**config.mk**
```make
export PLATFORM = sky130hd
export DESIGN_NAME = ddr_ring_sched
export DESIGN_NICKNAME = d
export VERILOG_FILES = /design/src/rtl/ddr_ring_sched.sv
export SDC_FILE = /design/constraint.sdc
export NUM_CORES = 1
export LEC_CHECK = 0
export CORE_MARGIN = 2
export CORE_UTILIZATION = 30
export DETAILED_ROUTE_END_ITERATION = 10
export GPL_TIMING_DRIVEN = 0
export SKIP_CTS_REPAIR_TIMING = 1
export SLEW_MARGIN = 10
export SYNTH_ARGS = -nofsm -noshare
export SYNTH_HDL_FRONTEND = slang
export SYNTH_SLANG_ARGS = --single-unit
export TNS_END_PERCENT = 5
```
**constraint.sdc**
```tcl
create_clock -name clk -period 9.85 [get_ports clk]
set_input_delay 0.985 -clock clk [delete_from_list [all_inputs] [get_ports clk]]
set_output_delay 0.985 -clock clk [all_outputs]
set_load 0.01 [all_outputs]
```
**src/rtl/ddr_ring_sched.sv**
```systemverilog
// ddr_ring_sched: address and space scheduler for the DDR packet ring.
// Grants write bursts that never cross a 4KB page or the ring end.
// A burst's bytes become readable only once its B response arrives.
// Single-beat read addresses are issued over the committed bytes.
// Ring space is handed back as read beats are consumed downstream.
module ddr_ring_sched #(
    parameter int              ADDR_WIDTH      = 31,
    parameter int              DATA_WIDTH      = 512,
    parameter longint unsigned RING_BASE       = 0,
    parameter longint unsigned RING_BYTES      = 64'd1 << 30,
    parameter int              MAX_OUTSTANDING = 16
) (
    input  logic                               clk,
    input  logic                               rst_n,
    input  logic                               wr_req_valid,
    input  logic [6:0]                         wr_req_beats,
    output logic                               wr_req_ready,
    output logic [ADDR_WIDTH-1:0]              wr_grant_addr,
    output logic [6:0]                         wr_grant_beats,
    input  logic                               m_axi_bvalid,
    input  logic [1:0]                         m_axi_bresp,
    output logic                               m_axi_bready,
    input  logic                               rd_en,
    output logic                               rd_req_valid,
    input  logic                               rd_req_ready,
    output logic [ADDR_WIDTH-1:0]              rd_req_addr,
    input  logic                               rd_done,
    output logic [ADDR_WIDTH:0]                used_bytes,
    output logic [ADDR_WIDTH:0]                avail_bytes,
    output logic [$clog2(MAX_OUTSTANDING):0]   outstanding,
    output logic [15:0]                        bresp_err_cnt
);

    localparam int CW         = ADDR_WIDTH + 1;
    localparam int OW         = $clog2(MAX_OUTSTANDING) + 1;
    localparam int PW         = $clog2(MAX_OUTSTANDING);
    localparam int BEAT_BYTES = DATA_WIDTH / 8;
    localparam int BEAT_SHIFT = $clog2(BEAT_BYTES);

    localparam logic [CW-1:0] RING_SIZE = CW'(RING_BYTES);
    localparam logic [CW-1:0] RING_END  = CW'(RING_BASE + RING_BYTES);
    localparam logic [CW-1:0] BEAT_SIZE = CW'(BEAT_BYTES);
    localparam logic [CW-1:0] PAGE_SIZE = CW'(4096);
    localparam logic [OW-1:0] OUT_LIMIT = OW'(MAX_OUTSTANDING);

    // Ring pointers and accounting state
    logic [ADDR_WIDTH-1:0] wr_ptr_reg;
    logic [ADDR_WIDTH-1:0] rd_ptr_reg;
    logic [ADDR_WIDTH-1:0] commit_ptr_reg;
    logic [CW-1:0]         used_reg;
    logic [CW-1:0]         avail_reg;
    logic [OW-1:0]         out_reg;
    logic [15:0]           err_reg;
    // Low during reset and for the first clock after it, so no grant is
    // offered while the block is held in reset.
    logic                  active_reg;

    // Length FIFO: one entry per granted burst still waiting for its B.
    // Occupancy always equals out_reg, so no separate count is kept.
    logic [6:0]            len_mem [MAX_OUTSTANDING];
    logic [PW-1:0]         fifo_wr_idx_reg;
    logic [PW-1:0]         fifo_rd_idx_reg;

    // Combinational next-state terms
    logic [CW-1:0] wr_ptr_ext;
    logic [CW-1:0] req_bytes;
    logic [CW-1:0] page_bytes;
    logic [CW-1:0] end_bytes;
    logic [CW-1:0] grant_bytes;
    logic [CW-1:0] free_bytes;
    logic [CW-1:0] commit_bytes;
    logic [6:0]    head_beats;
    logic          grant_fire;
    logic          b_commit;
    logic          b_err;
    logic          rd_fire;
    logic          done_ok;
    logic [CW-1:0] used_next;
    logic [CW-1:0] avail_next;
    logic [OW-1:0] out_next;

    // Advance a ring pointer, folding back to the base on reaching the end
    function automatic logic [ADDR_WIDTH-1:0] ring_advance(
        input logic [ADDR_WIDTH-1:0] ptr,
        input logic [CW-1:0]         bytes
    );
        logic [CW-1:0] sum;
        sum = {1'b0, ptr} + bytes;
        if (sum >= RING_END) begin
            sum = sum - RING_SIZE;
        end
        return ADDR_WIDTH'(sum);
    endfunction

    // Grant length: request clipped to the 4KB page and to the ring end
    always_comb begin
        wr_ptr_ext  = {1'b0, wr_ptr_reg};
        req_bytes   = CW'(wr_req_beats) << BEAT_SHIFT;
        page_bytes  = PAGE_SIZE - (wr_ptr_ext & (PAGE_SIZE - CW'(1)));
        end_bytes   = RING_END - wr_ptr_ext;
        grant_bytes = req_bytes;
        if (page_bytes < grant_bytes) begin
            grant_bytes = page_bytes;
        end
        if (end_bytes < grant_bytes) begin
            grant_bytes = end_bytes;
        end
    end

    assign free_bytes     = RING_SIZE - used_reg;
    assign wr_grant_beats = 7'(grant_bytes >> BEAT_SHIFT);
    assign wr_grant_addr  = wr_ptr_reg;
    // Gating looks only at registered counters: space or credit released
    // in this same cycle is offered from the next cycle on.
    assign wr_req_ready   = active_reg && wr_req_valid &&
                            (out_reg < OUT_LIMIT) && (grant_bytes <= free_bytes);
    assign grant_fire     = wr_req_valid && wr_req_ready;

    // Responses come back in order, so the head length belongs to this B.
    // A B with nothing outstanding has no burst behind it: count, don't commit.
    assign head_beats   = len_mem[fifo_rd_idx_reg];
    assign commit_bytes = CW'(head_beats) << BEAT_SHIFT;
    assign b_commit     = m_axi_bvalid && (out_reg != '0);
    assign b_err        = m_axi_bvalid && ((out_reg == '0) || (m_axi_bresp != 2'b00));
    assign m_axi_bready = 1'b1;

    assign rd_req_valid = rd_en && (avail_reg != '0);
    assign rd_req_addr  = rd_ptr_reg;
    assign rd_fire      = rd_req_valid && rd_req_ready;
    // With used == avail nothing has been read out, so there is no beat
    // a done could refer to.
    assign done_ok      = rd_done && (used_reg != avail_reg);

    // Net per-cycle updates when several events land together
    always_comb begin
        used_next  = used_reg + (grant_fire ? grant_bytes : '0)
                              - (done_ok ? BEAT_SIZE : '0);
        avail_next = avail_reg + (b_commit ? commit_bytes : '0)
                               - (rd_fire ? BEAT_SIZE : '0);
        out_next   = out_reg + OW'(grant_fire) - OW'(b_commit);
    end

    // Ring pointers and FIFO indices
    always_ff @(posedge clk or negedge rst_n) begin
        if (!rst_n) begin
            wr_ptr_reg      <= ADDR_WIDTH'(RING_BASE);
            rd_ptr_reg      <= ADDR_WIDTH'(RING_BASE);
            commit_ptr_reg  <= ADDR_WIDTH'(RING_BASE);
            fifo_wr_idx_reg <= '0;
            fifo_rd_idx_reg <= '0;
        end else begin
            if (grant_fire) begin
                wr_ptr_reg      <= ring_advance(wr_ptr_reg, grant_bytes);
                fifo_wr_idx_reg <= fifo_wr_idx_reg + PW'(1);
            end
            if (b_commit) begin
                commit_ptr_reg  <= ring_advance(commit_ptr_reg, commit_bytes);
                fifo_rd_idx_reg <= fifo_rd_idx_reg + PW'(1);
            end
            if (rd_fire) begin
                rd_ptr_reg <= ring_advance(rd_ptr_reg, BEAT_SIZE);
            end
        end
    end

    // Byte/credit counters, saturating error count and grant enable
    always_ff @(posedge clk or negedge rst_n) begin
        if (!rst_n) begin
            used_reg   <= '0;
            avail_reg  <= '0;
            out_reg    <= '0;
            err_reg    <= '0;
            active_reg <= 1'b0;
        end else begin
            used_reg   <= used_next;
            avail_reg  <= avail_next;
            out_reg    <= out_next;
            active_reg <= 1'b1;
            if (b_err && (err_reg != 16'hFFFF)) begin
                err_reg <= err_reg + 16'd1;
            end
        end
    end

    // Length storage; emptiness is tracked by the indices alone
    always_ff @(posedge clk) begin
        if (grant_fire) begin
            len_mem[fifo_wr_idx_reg] <= wr_grant_beats;
        end
    end

    assign used_bytes    = used_reg;
    assign avail_bytes   = avail_reg;
    assign outstanding   = out_reg;
    assign bresp_err_cnt = err_reg;

endmodule

```
==> flow_summary_export.csv <==
group,metric,value,unit
status,status,"finished clean",
sta,slew_viol_final,0,
drt,first_pass_iters,5,
pwr,finalPower,8.34,mW
pwr,seq_power_share,23.7,%
clock_network,cts_root_buf,"clkbuf_16",
drt,drt_iter0_drc,835,
hold_path,hold_class,"input port to asynchronous set/reset pin",
drt,viasPerCell,4.90,
finish,syn2layout_area_growth,24.8,%
sta,maxSlewHeadroom,25.9,%
global_routing,grt_use_total,16.1,%
pwr,p_comb_share,60.9,%
placed_design,port_buffers,162,
global_routing,grt_pass1_vias,13600,
global_routing,grt_max_degree,95,
global_routing,grt_pass1_wl,75.9,mm
global_routing,overflow,0,
clock_network,cts_tree,"built",
drt,ant_nets,0,
floorplanning,die-area,0.0604,mm²
setup_path,cp_slowest_cell,"dfrtp_2",
finish,largest_register_ffs,112,
setup_path,critPathKind,"flop to flop",
setup_path,slowest_delay,460,ps
sta,skew,18.8,ps
yosys,yosysSeqAreaShare,40.1,%
yosys,synth-seq-cells,259,
yosys,synth_area_leaders,"dfrtp_1 (21%), edfxtp_1 (19%), ha_1 (13%)",
clock_network,cts.clk_slew.worst_paths,60,ps
finish,final_util,37.9,%
floorplanning,die_h,246,µm
drt,drc,0,
yosys,synth_area,0.0175,mm²
placed_design,place.gp.congestion,0.882,
clock_network,cts.sinks,259,
floorplanning,die_w,246,µm
pwr,p_switching,3.68,mW
yosys,synth_cell_types,77,
floorplanning,rows,88,
pwr,clock_power_share,15.4,%
setup_path,cp-end-kind,"flop",
drt,wl_per_cell,17.5,µm
sta,finalSetupViolCount,0,
floorplanning,start_util,30.4,%
finish,regMostFlops,"len_mem",
global_routing,antenna_found_initial,6,
drt,vias,13600,
floorplanning,io_pins,173,
finish,final_net_count,2207,
pwr,p_int,4.65,mW
setup_path,start_kind,"flop",
clock_network,ctsLongestPathBuffers,3,
sta,min_period,9550,ps
sta,whs,373,ps
placed_design,hpwl,36.2,mm
finish,final_cell_mix,"inv_1 (190), ha_1 (189), clkdlybuf4s50_1 (161)",
pwr,powerDensity,381,mW/mm²
pwr,sw_frac_of_total,44.2,%
finish,final_common_cell,"inv_1",
clock_network,cts-htree-levels,2,
yosys,synth_edf_count,112,
setup_path,cp_data_arrival_time,9960,ps
sta,tightest_slew,1080,ps
finish,fill_cells,5722,
sta,final_hold_viol_count,0,
yosys,syn_area_per_cell,10.2,µm²
yosys,synth_ff_type,"dfrtp_1",
yosys,ys_warn_count,0,
run,maxCapViolCount,0,
clock_network,clock_latency,540,ps
pwr,leakage,9.36,nW
clock_network,numCtsBuffers,34,
drt,wirelength,48.7,mm
placed_design,dp_slack,-1360,ps
setup_path,required,10260,ps
setup_path,crit_fanout,10,
sta,period_share,96.9,%
yosys,yosys.area.top_type_share,21.0,%
yosys,yosysTopAreaCell,"dfrtp_1",
floorplanning,core,0.0578,mm²
sta,max_freq,105,MHz
yosys,synthCells,1719,
sta,setup_tns,0,ps
sta,fin_ws,304,ps
pwr,ir_drop,0.000173,V
finish,drive_above_1_share,9.70,%
yosys,async_flop_share,56.8,%
per-stage QoR:
step	instance area [µm²]	instances
2_1_floorplan	17800	1774
3_3_place_gp	20300	2701
3_5_place_dp	20400	2706
4_1_cts	21600	2764
5_1_grt	21900	2786
6_report	21900	2786
synthesized netlist by cell type, types with 9 or more instances:
| cell type | n |
|---|---|
| nand3_1 | 49 |
| o31ai_1 | 10 |
| mux4_2 | 35 |
| a21oi_1 | 81 |
| o21a_1 | 21 |
| xor2_1 | 67 |
| clkbuf_1 | 22 |
| mux2_2 | 10 |
| buf_4 | 16 |
| nand2b_1 | 22 |
| nor4_1 | 24 |
| xnor2_1 | 125 |
| a211oi_1 | 9 |
| edfxtp_1 | 112 |
| and2_1 | 22 |
| nor2b_1 | 20 |
| o21ai_0 | 75 |
| a31oi_1 | 13 |
| nand4_1 | 25 |
| a21o_1 | 38 |
| nor2_1 | 99 |
| nand2_1 | 118 |
| ha_1 | 189 |
| o21bai_1 | 17 |
| inv_1 | 190 |
| nor3_1 | 27 |
| dfrtp_1 | 147 |
| and3_1 | 17 |
per-layer routing:
layer	share of wire [%]	GRT usage, %
met1	45	21.0
met2	46	26.2
met3	7.0	4.47
met4	1.9	3.90
met5	0.13	0
cell families after synthesis:
kind of cell | Yosys count | share of synthesized area, %
flops | 259 | 40.1
mux | 48 | 5.33
other cells | 2 | 0.0428
fa+ha+maj | 193 | 13.9
buf+inv | 235 | 5.50
simple gates | 470 | 13.7
compound gates | 320 | 11.8
xor+xnor | 192 | 9.58
worst max-delay path: cells and delay by family (launching register included):
kind	cells	cell delay, ps
AOI/OAI and AO/OA	16	3310
xor gates and xnor gates	1	170
adders and majority gates	6	1630
buffers and inverters	7	990
DFF	1	460
muxes	1	410
and+or+nand+nor	13	2420
final timing paths:
check,cells past startpoint,to,from,slack (ps)
hold reg to reg,1,rd_req_addr[26]$_DFFE_PN0P_,rd_req_addr[26]$_DFFE_PN0P_,490
setup / recovery,44,used_bytes[30]$_DFF_PN0_,wr_grant_addr[0]$_DFFE_PN0N_,300
setup reg to reg,44,used_bytes[30]$_DFF_PN0_,wr_grant_addr[0]$_DFFE_PN0N_,300
hold / removal,1,rd_req_addr[6]$_DFFE_PN0P_,rst_n,370
max in group asynchronous,2,fifo_wr_idx_reg[1]$_DFFE_PN0N_,rst_n,8550
min in group clk,1,rd_req_addr[26]$_DFFE_PN0P_,rd_req_addr[26]$_DFFE_PN0P_,490
power groups by stage:
stage                     logic [mW]  clock network (mW)  registers [mW]
after floorplan                 3.32                   0            1.93
after global placement          4.71                   0            2.01
after detailed placement        4.84                   0            2.01
after CTS                       4.87                1.32            1.99
after global routing            5.68                1.36            2.02
final                           5.08                1.28            1.98
area by class of cell:
class                      count  area (µm²)  area share [%]
tap                          765         957            4.37
multi-input combinational   1281        9940            45.4
buffer                        44         259            1.18
sequential                   259        7040            32.2
clock buffer                  40         905            4.13
antenna                        1        2.50          0.0114
inverter                     191         717            3.28
timing repair buffer         187        1830            8.38
clock inverter                18         229            1.05
Note: power is estimated with default switching activity, not from simulation.
==> patch 1: new RTL, config.mk and constraints unchanged <==
The parameter `ADDR_WIDTH` goes from 31 to 27.
--- a/src/rtl/ddr_ring_sched.sv
+++ b/src/rtl/ddr_ring_sched.sv
@@ -4,7 +4,7 @@
 // Single-beat read addresses are issued over the committed bytes.
 // Ring space is handed back as read beats are consumed downstream.
 module ddr_ring_sched #(
-    parameter int              ADDR_WIDTH      = 31,
+    parameter int              ADDR_WIDTH      = 27,
     parameter int              DATA_WIDTH      = 512,
     parameter longint unsigned RING_BASE       = 0,
     parameter longint unsigned RING_BYTES      = 64'd1 << 30,
Interface: changed (resized avail_bytes, rd_req_addr, used_bytes and wr_grant_addr); port bits go from 173 to 157. No check against the original RTL was run, so the function may have changed too.
==> patch 1 against the original RTL <==
- synthesized area down 12%
- worst setup slack worse by 0.20 ns
- sequential cell count is 16 lower
- power is 11% lower
- wire length is 14% lower
- cell area down 9.3%
- combinational power down 8.7%
- sequential share of layout area up 1.3 points
- highest routed layer is now met4
==> patch 1: results (changes against the original RTL) <==
Global routing
  • First-pass GRT wire length: 61.7 mm (-19%)
  • Grt met1 use: 19.3% (-1.7 points)
  • Vias in the first global route: 11500 (-15%)
  • Largest net degree at the start of global routing: 100 (+5.3%)
  • M2 GR Usage: 24.7% (-1.6 points)
  • GRT Total Usage: 14.5% (-1.5 points)
  • Initial antenna violation count: 0 (-6)
  • Met3 Track Usage GR: 2.48% (-2.0 points)

Drt
  • Final WL: 41.9 mm (-14%)
  • Uppermost layer routed: met4
  • Routed met2 length: 20.0 mm (-11%)
  • M1 WL: 19.0 mm (-13%)
  • Drt initial violations: 742 (-11%)
  • Iteration count of the initial detailed-routing pass: 5 (unchanged)
  • Wire per inst: 17.3 um (-0.99%)
  • Met3 WL post-DR: 2.01 mm (-41%)
  • Vias: 11800 (-13%)

Placement
  • DP HPWL: 29.7 mm (-18%)
  • IO buf count: 146 (-9.9%)
  • Placed instance count: 2324 (-14%)
  • Final RePlAce weighted congestion: 0.890 (+0.96%)
  • Pre-CTS setup slack: -2.41 ns (-1.05 ns)
  • Placed Area: 0.0181 mm^2 (-11%)

Yosys
  • Fraction of registers with async set/reset: 53.9% (-2.8 points)
  • Ys flop type: dfrtp_1
  • Cells after Synth: 1436 (-16%)
  • Top cells by area, synth: edfxtp_1 22%, dfrtp_1 21%, ha_1 14%, xnor2_1 6.3%, mux4_2 5.1%
  • Number of synthesized flops with an enable pin: 112 (unchanged)
  • Top cells by count, synth: 169 x ha_1, 152 x inv_1, 131 x dfrtp_1, 112 x edfxtp_1, 111 x xnor2_1
  • Distinct cell type count after synthesis: 62 (-19%)
  • Sequential share of the synthesized area: 43.0% (+2.9 points)
  • Synthesis Warnings: 0 (unchanged)

Run status
  • Status: finished clean

Layout
  • Nets: 1908 (-14%)
  • Layout cells sized above 1: 13.9% (+4.2 points)
  • Fillers: 5013 (-12%)
  • Finished Cell Area: 0.0198 mm^2 (-9.3%)
  • Largest register FFs: 112 (unchanged)
  • Number of antenna diodes: 0 (-1)

Worst setup path
  • CP Max Fanout: 6 (-4)
  • Slowest stage cell, crit path: or4_4
  • WP data arrival: 10.20 ns (+0.24 ns)
  • Delay-heaviest family, CP: simple AND/OR/NAND/NOR gates
  • CP max stage delay: 0.56 ns (+0.10 ns)

Run
  • MaxCap Viol Count: 0 (unchanged)

Timing
  • Slew margin rel.: 18.7% (-7.2 points)
  • Worst Skew: 0.0137 ns (-0.00512 ns)

Clocking
  • H-tree lvl count: 1 (-1)
  • Worst-Skew Late Latency: 0.56 ns (+0.02 ns)
  • CTS buffer count: 28 (-18%)

Power
  • Maximum vdd ir drop: 0.386 mV (+120%)
  • Static Leakage: 8.40 nW (-10%)
## patch 1: changes by cell type after synthesis, moves of 14 or more
cell,unedited run,this run
a21o_1,38,23
dfrtp_1,147,131
nand3_1,49,35
ha_1,189,169
o21ai_0,75,61
a21oi_1,81,61
nor2_1,99,69
inv_1,190,152
xnor2_1,125,111
## patch 1: layout make-up
class                           count  share of cell area, %
Buffer                             28                  0.940
Clock buffer                       34                   3.80
Clock inverter                     18                  0.700
Inverter                          153                   2.94
Multi-Input combinational cell   1074                   44.5
Sequential cell                   243                   33.5
Tap cell                          680                   4.29
Timing Repair Buffer              191                   9.33
## patch 1: logic make-up after synthesis
logic type / Yosys count / share of synthesized area [%]
simple gates: 383 / 12.6
xor+xnor: 175 / 9.92
mux: 43 / 5.71
flops: 243 / 43.0
other cells: 2 / 0.0486
compound gates: 234 / 9.75
fa+ha+maj: 173 / 14.2
buf+inv: 183 / 4.74
## patch 1: power by group
part,internal [mW],leakage [nW],switching [mW]
clock network,0.572,0.430,0.440
registers,1.47,2.63,0.338
logic,2.12,5.34,2.52
total,4.17,8.40,3.29
## patch 1: worst paths after layout
kind / start / endpoint / slack [ns] / cells after the start
hold reg to reg: rd_req_addr[26] / rd_req_addr[26] / 0.48 / 1
min in group clk: rd_req_addr[26] / rd_req_addr[26] / 0.48 / 1
hold / removal: rst_n / wr_grant_addr[0] / 0.28 / 1
setup / recovery: wr_grant_addr[4] / used_bytes[27] / 0.11 / 44
max in group asynchronous: rst_n / bresp_err_cnt[3] / 8.73 / 2
setup reg to reg: wr_grant_addr[4] / used_bytes[27] / 0.11 / 44
==> patch 2: new RTL, same flow settings <==
Without the edit above. Reset style: synchronous (`rst_n`), changed in 2 clocked blocks.
--- a/src/rtl/ddr_ring_sched.sv
+++ b/src/rtl/ddr_ring_sched.sv
@@ -141,7 +141,7 @@
     end
 
     // Ring pointers and FIFO indices
-    always_ff @(posedge clk or negedge rst_n) begin
+    always_ff @(posedge clk) begin
         if (!rst_n) begin
             wr_ptr_reg      <= ADDR_WIDTH'(RING_BASE);
             rd_ptr_reg      <= ADDR_WIDTH'(RING_BASE);
@@ -164,7 +164,7 @@
     end
 
     // Byte/credit counters, saturating error count and grant enable
-    always_ff @(posedge clk or negedge rst_n) begin
+    always_ff @(posedge clk) begin
         if (!rst_n) begin
             used_reg   <= '0;
             avail_reg  <= '0;
Behaviour: differs if rst_n is asserted again (counterexample within 4 cycles, from zero or initial values and one cycle with rst_n low); with rst_n held inactive, the same outputs for 4 cycles.
==> patch 2 against the original RTL <==
- the flow now finishes with violations (setup timing)
- power decreased by 3.8%
- wire length increased by 14%
- cell count increased by 6.3%
- non-clock buffer count increased by 53
- sequential cell count increased by 4
- worst hold slack improved by 0.078 ns
- via count increased by 9.9%
- clock power decreased by 5%
- synthesized area decreased by 1.1%
- worst setup slack got worse by 0.35 ns
- cell area increased by 2.1%
- critical path type unchanged
- critical endpoint is now used_bytes[31]
==> patch 2: results (changes against the original RTL) <==
Run status
  • Status: complete, but fails checks
  • Failing checks: setup timing

Global routing
  • First-pass GRT wire length: 79.3 mm (+4.4%)
  • Largest net degree at the start of global routing: 21 (-78%)
  • Vias in the first global route: 14000 (+2.8%)
  • GRT Total Usage: 17.0% (+0.94 points)
  • Initial antenna violation count: 1 (-5)

Yosys
  • Number of synthesized flops with an enable pin: 112 (unchanged)
  • Multiplexer share of the synthesized area: 5.89% (+0.55 points)
  • Top cells by area, synth: edfxtp_1 19%, dfxtp_1 17%, ha_1 14%, mux4_2 4.5%, xor2_1 4.2%
  • Adder-cell area share of the yosys netlist: 14.1% (+0.16 points)
  • Distinct cell type count after synthesis: 81 (+5.2%)
  • Xor/xnor share of the synthesized area: 8.23% (-1.4 points)
  • Synthesis Warnings: 0 (unchanged)
  • Fraction of registers with async set/reset: 0% (-57 points)
  • Compound-Gate Fraction of Synth Area: 12.0% (+0.20 points)
  • Top cells by count, synth: 189 x ha_1, 184 x inv_1, 180 x nor2_1, 151 x dfxtp_1, 139 x nand2_1
  • Sequential share of the synthesized area: 36.8% (-3.3 points)
  • Ys flop type: dfxtp_1

Timing
  • Final setup violation count: 1 (+1)
  • Worst Skew: 0.0402 ns (+0.0214 ns)
  • Worst setup margin: -0.0497 ns (-0.353 ns)
  • Slew margin rel.: 14.2% (-12 points)
  • Count of pins over their slew limit: 0 (unchanged)

Worst setup path
  • CP Max Fanout: 8 (-2)
  • R2R Path End: used_bytes[31]
  • CP max stage delay: 0.43 ns (-0.03 ns)
  • Reg2Reg Launch Point: wr_grant_addr[1]
  • Worst Reg-to-Reg Cells: 48 (+9.1%)
  • Slowest stage cell, crit path: a2111o_1

Placement
  • IO buf count: 162 (unchanged)
  • DP HPWL: 40.0 mm (+10%)
  • Final RePlAce weighted congestion: 0.890 (+0.90%)
  • Pre-CTS setup slack: -3.42 ns (-2.05 ns)

Drt
  • Wire per inst: 18.7 um (+7.4%)
  • Vias: 15000 (+9.9%)
  • Iteration count of the initial detailed-routing pass: 6 (+1)
  • Drt initial violations: 1113 (+33%)
  • ANT nets after route: 0 (unchanged)

Clocking
  • H-tree lvl count: 1 (-1)
  • CTS buffer count: 30 (-12%)
  • Worst-Skew Late Latency: 0.61 ns (+0.07 ns)
  • Clock Pin Slew Worst Setup and Hold Paths: 0.06 ns (about the same)
  • Clk buf depth: 3 (unchanged)
  • Root Buffer: clkbuf_16

Power
  • P_int: 4.47 mW (-3.8%)
  • Static Leakage: 9.04 nW (-3.4%)
  • Maximum vdd ir drop: 0.216 mV (+24%)

Worst hold path
  • Worst Hold Path Cells: 2
  • Worst Hold Endpoint: rd_req_addr[30]
  • Worst Hold Class: reg -> reg
  • Worst Hold Launch: rd_req_addr[30]

Layout
  • Most flops, register: len_mem
  • Number of antenna diodes: 0 (-1)
  • Largest register FFs: 112 (unchanged)
  • Layout cells sized above 1: 12.3% (+2.6 points)
  • Nets: 2382 (+7.9%)
  • Fillers: 5696 (-0.45%)
[patch 2: worst max path at each step]
stage / from / endpoint
3_3_place_gp: wr_grant_addr[0] / used_bytes[30]
3_5_place_dp: wr_grant_addr[0] / used_bytes[30]
4_1_cts: wr_grant_addr[0] / used_bytes[30]
2_1_floorplan: wr_grant_addr[1] / used_bytes[30]
6_report: wr_grant_addr[1] / used_bytes[31]
5_1_grt: wr_grant_addr[0] / used_bytes[31]
[patch 2: logic make-up after synthesis]
group / after synthesis
buf+inv: 246
xor+xnor: 163
other cells: 2
compound gates: 327
fa+ha+maj: 193
simple gates: 607
mux: 57
flops: 263
[patch 2: through the flow]
step	cell area [um^2]	instances	setup TNS, ns	total power, mW	hold slack, ns
2_1_floorplan	17500	1912	0	4.67	0.456
3_3_place_gp	20100	2839	-292.97	5.90	0.421
3_5_place_dp	20100	2840	-239.81	6.00	0.438
4_1_cts	21200	2896	-251.75	7.25	0.450
5_1_grt	22300	2962	-1.85	8.58	0.486
6_report	22300	2962	-0.0497	8.03	0.451
[patch 2: critical path, delay by kind of cell (launching register included)]
| kind | cells | cell delay [ns] |
|---|---|---|
| adder cells (fa/ha/maj) | 5 | 1.27 |
| AO/OA/AOI/OAI | 20 | 3.99 |
| multiplexers | 2 | 0.62 |
| flip-flops | 1 | 0.39 |
| XOR/XNOR | 1 | 0.23 |
| buffers and inverters | 8 | 0.97 |
| AND/OR/NAND/NOR | 12 | 2.30 |
[patch 2: power groups by stage]
stage                     combinational (mW)  sequential (mW)  clock [mW]
after floorplan                         2.95             1.71           0
after global placement                  4.12             1.78           0
after detailed placement                4.22             1.78           0
after CTS                               4.26             1.75        1.24
after global routing                    5.54             1.77        1.27
final                                   5.06             1.75        1.21
[patch 2: metal layers]
metal	vias up	GRT usage [%]	wire length [um]
li1	7149	-	-
met3	80	3.52	4310
met1	7262	23.0	24300
met2	503	27.1	25400
met5	-	0	0
met4	0	5.33	1470
[patch 2: area by class of cell]
type | count | area (um^2) | area share, %
buffer | 59 | 322 | 1.44
clock buffer | 33 | 763 | 3.42
clock inverter | 23 | 298 | 1.33
inverter | 185 | 702 | 3.14
multi-input combinational | 1409 | 10800 | 48.2
sequential | 263 | 6400 | 28.6
tap | 765 | 957 | 4.28
timing repair buffer | 225 | 2140 | 9.56
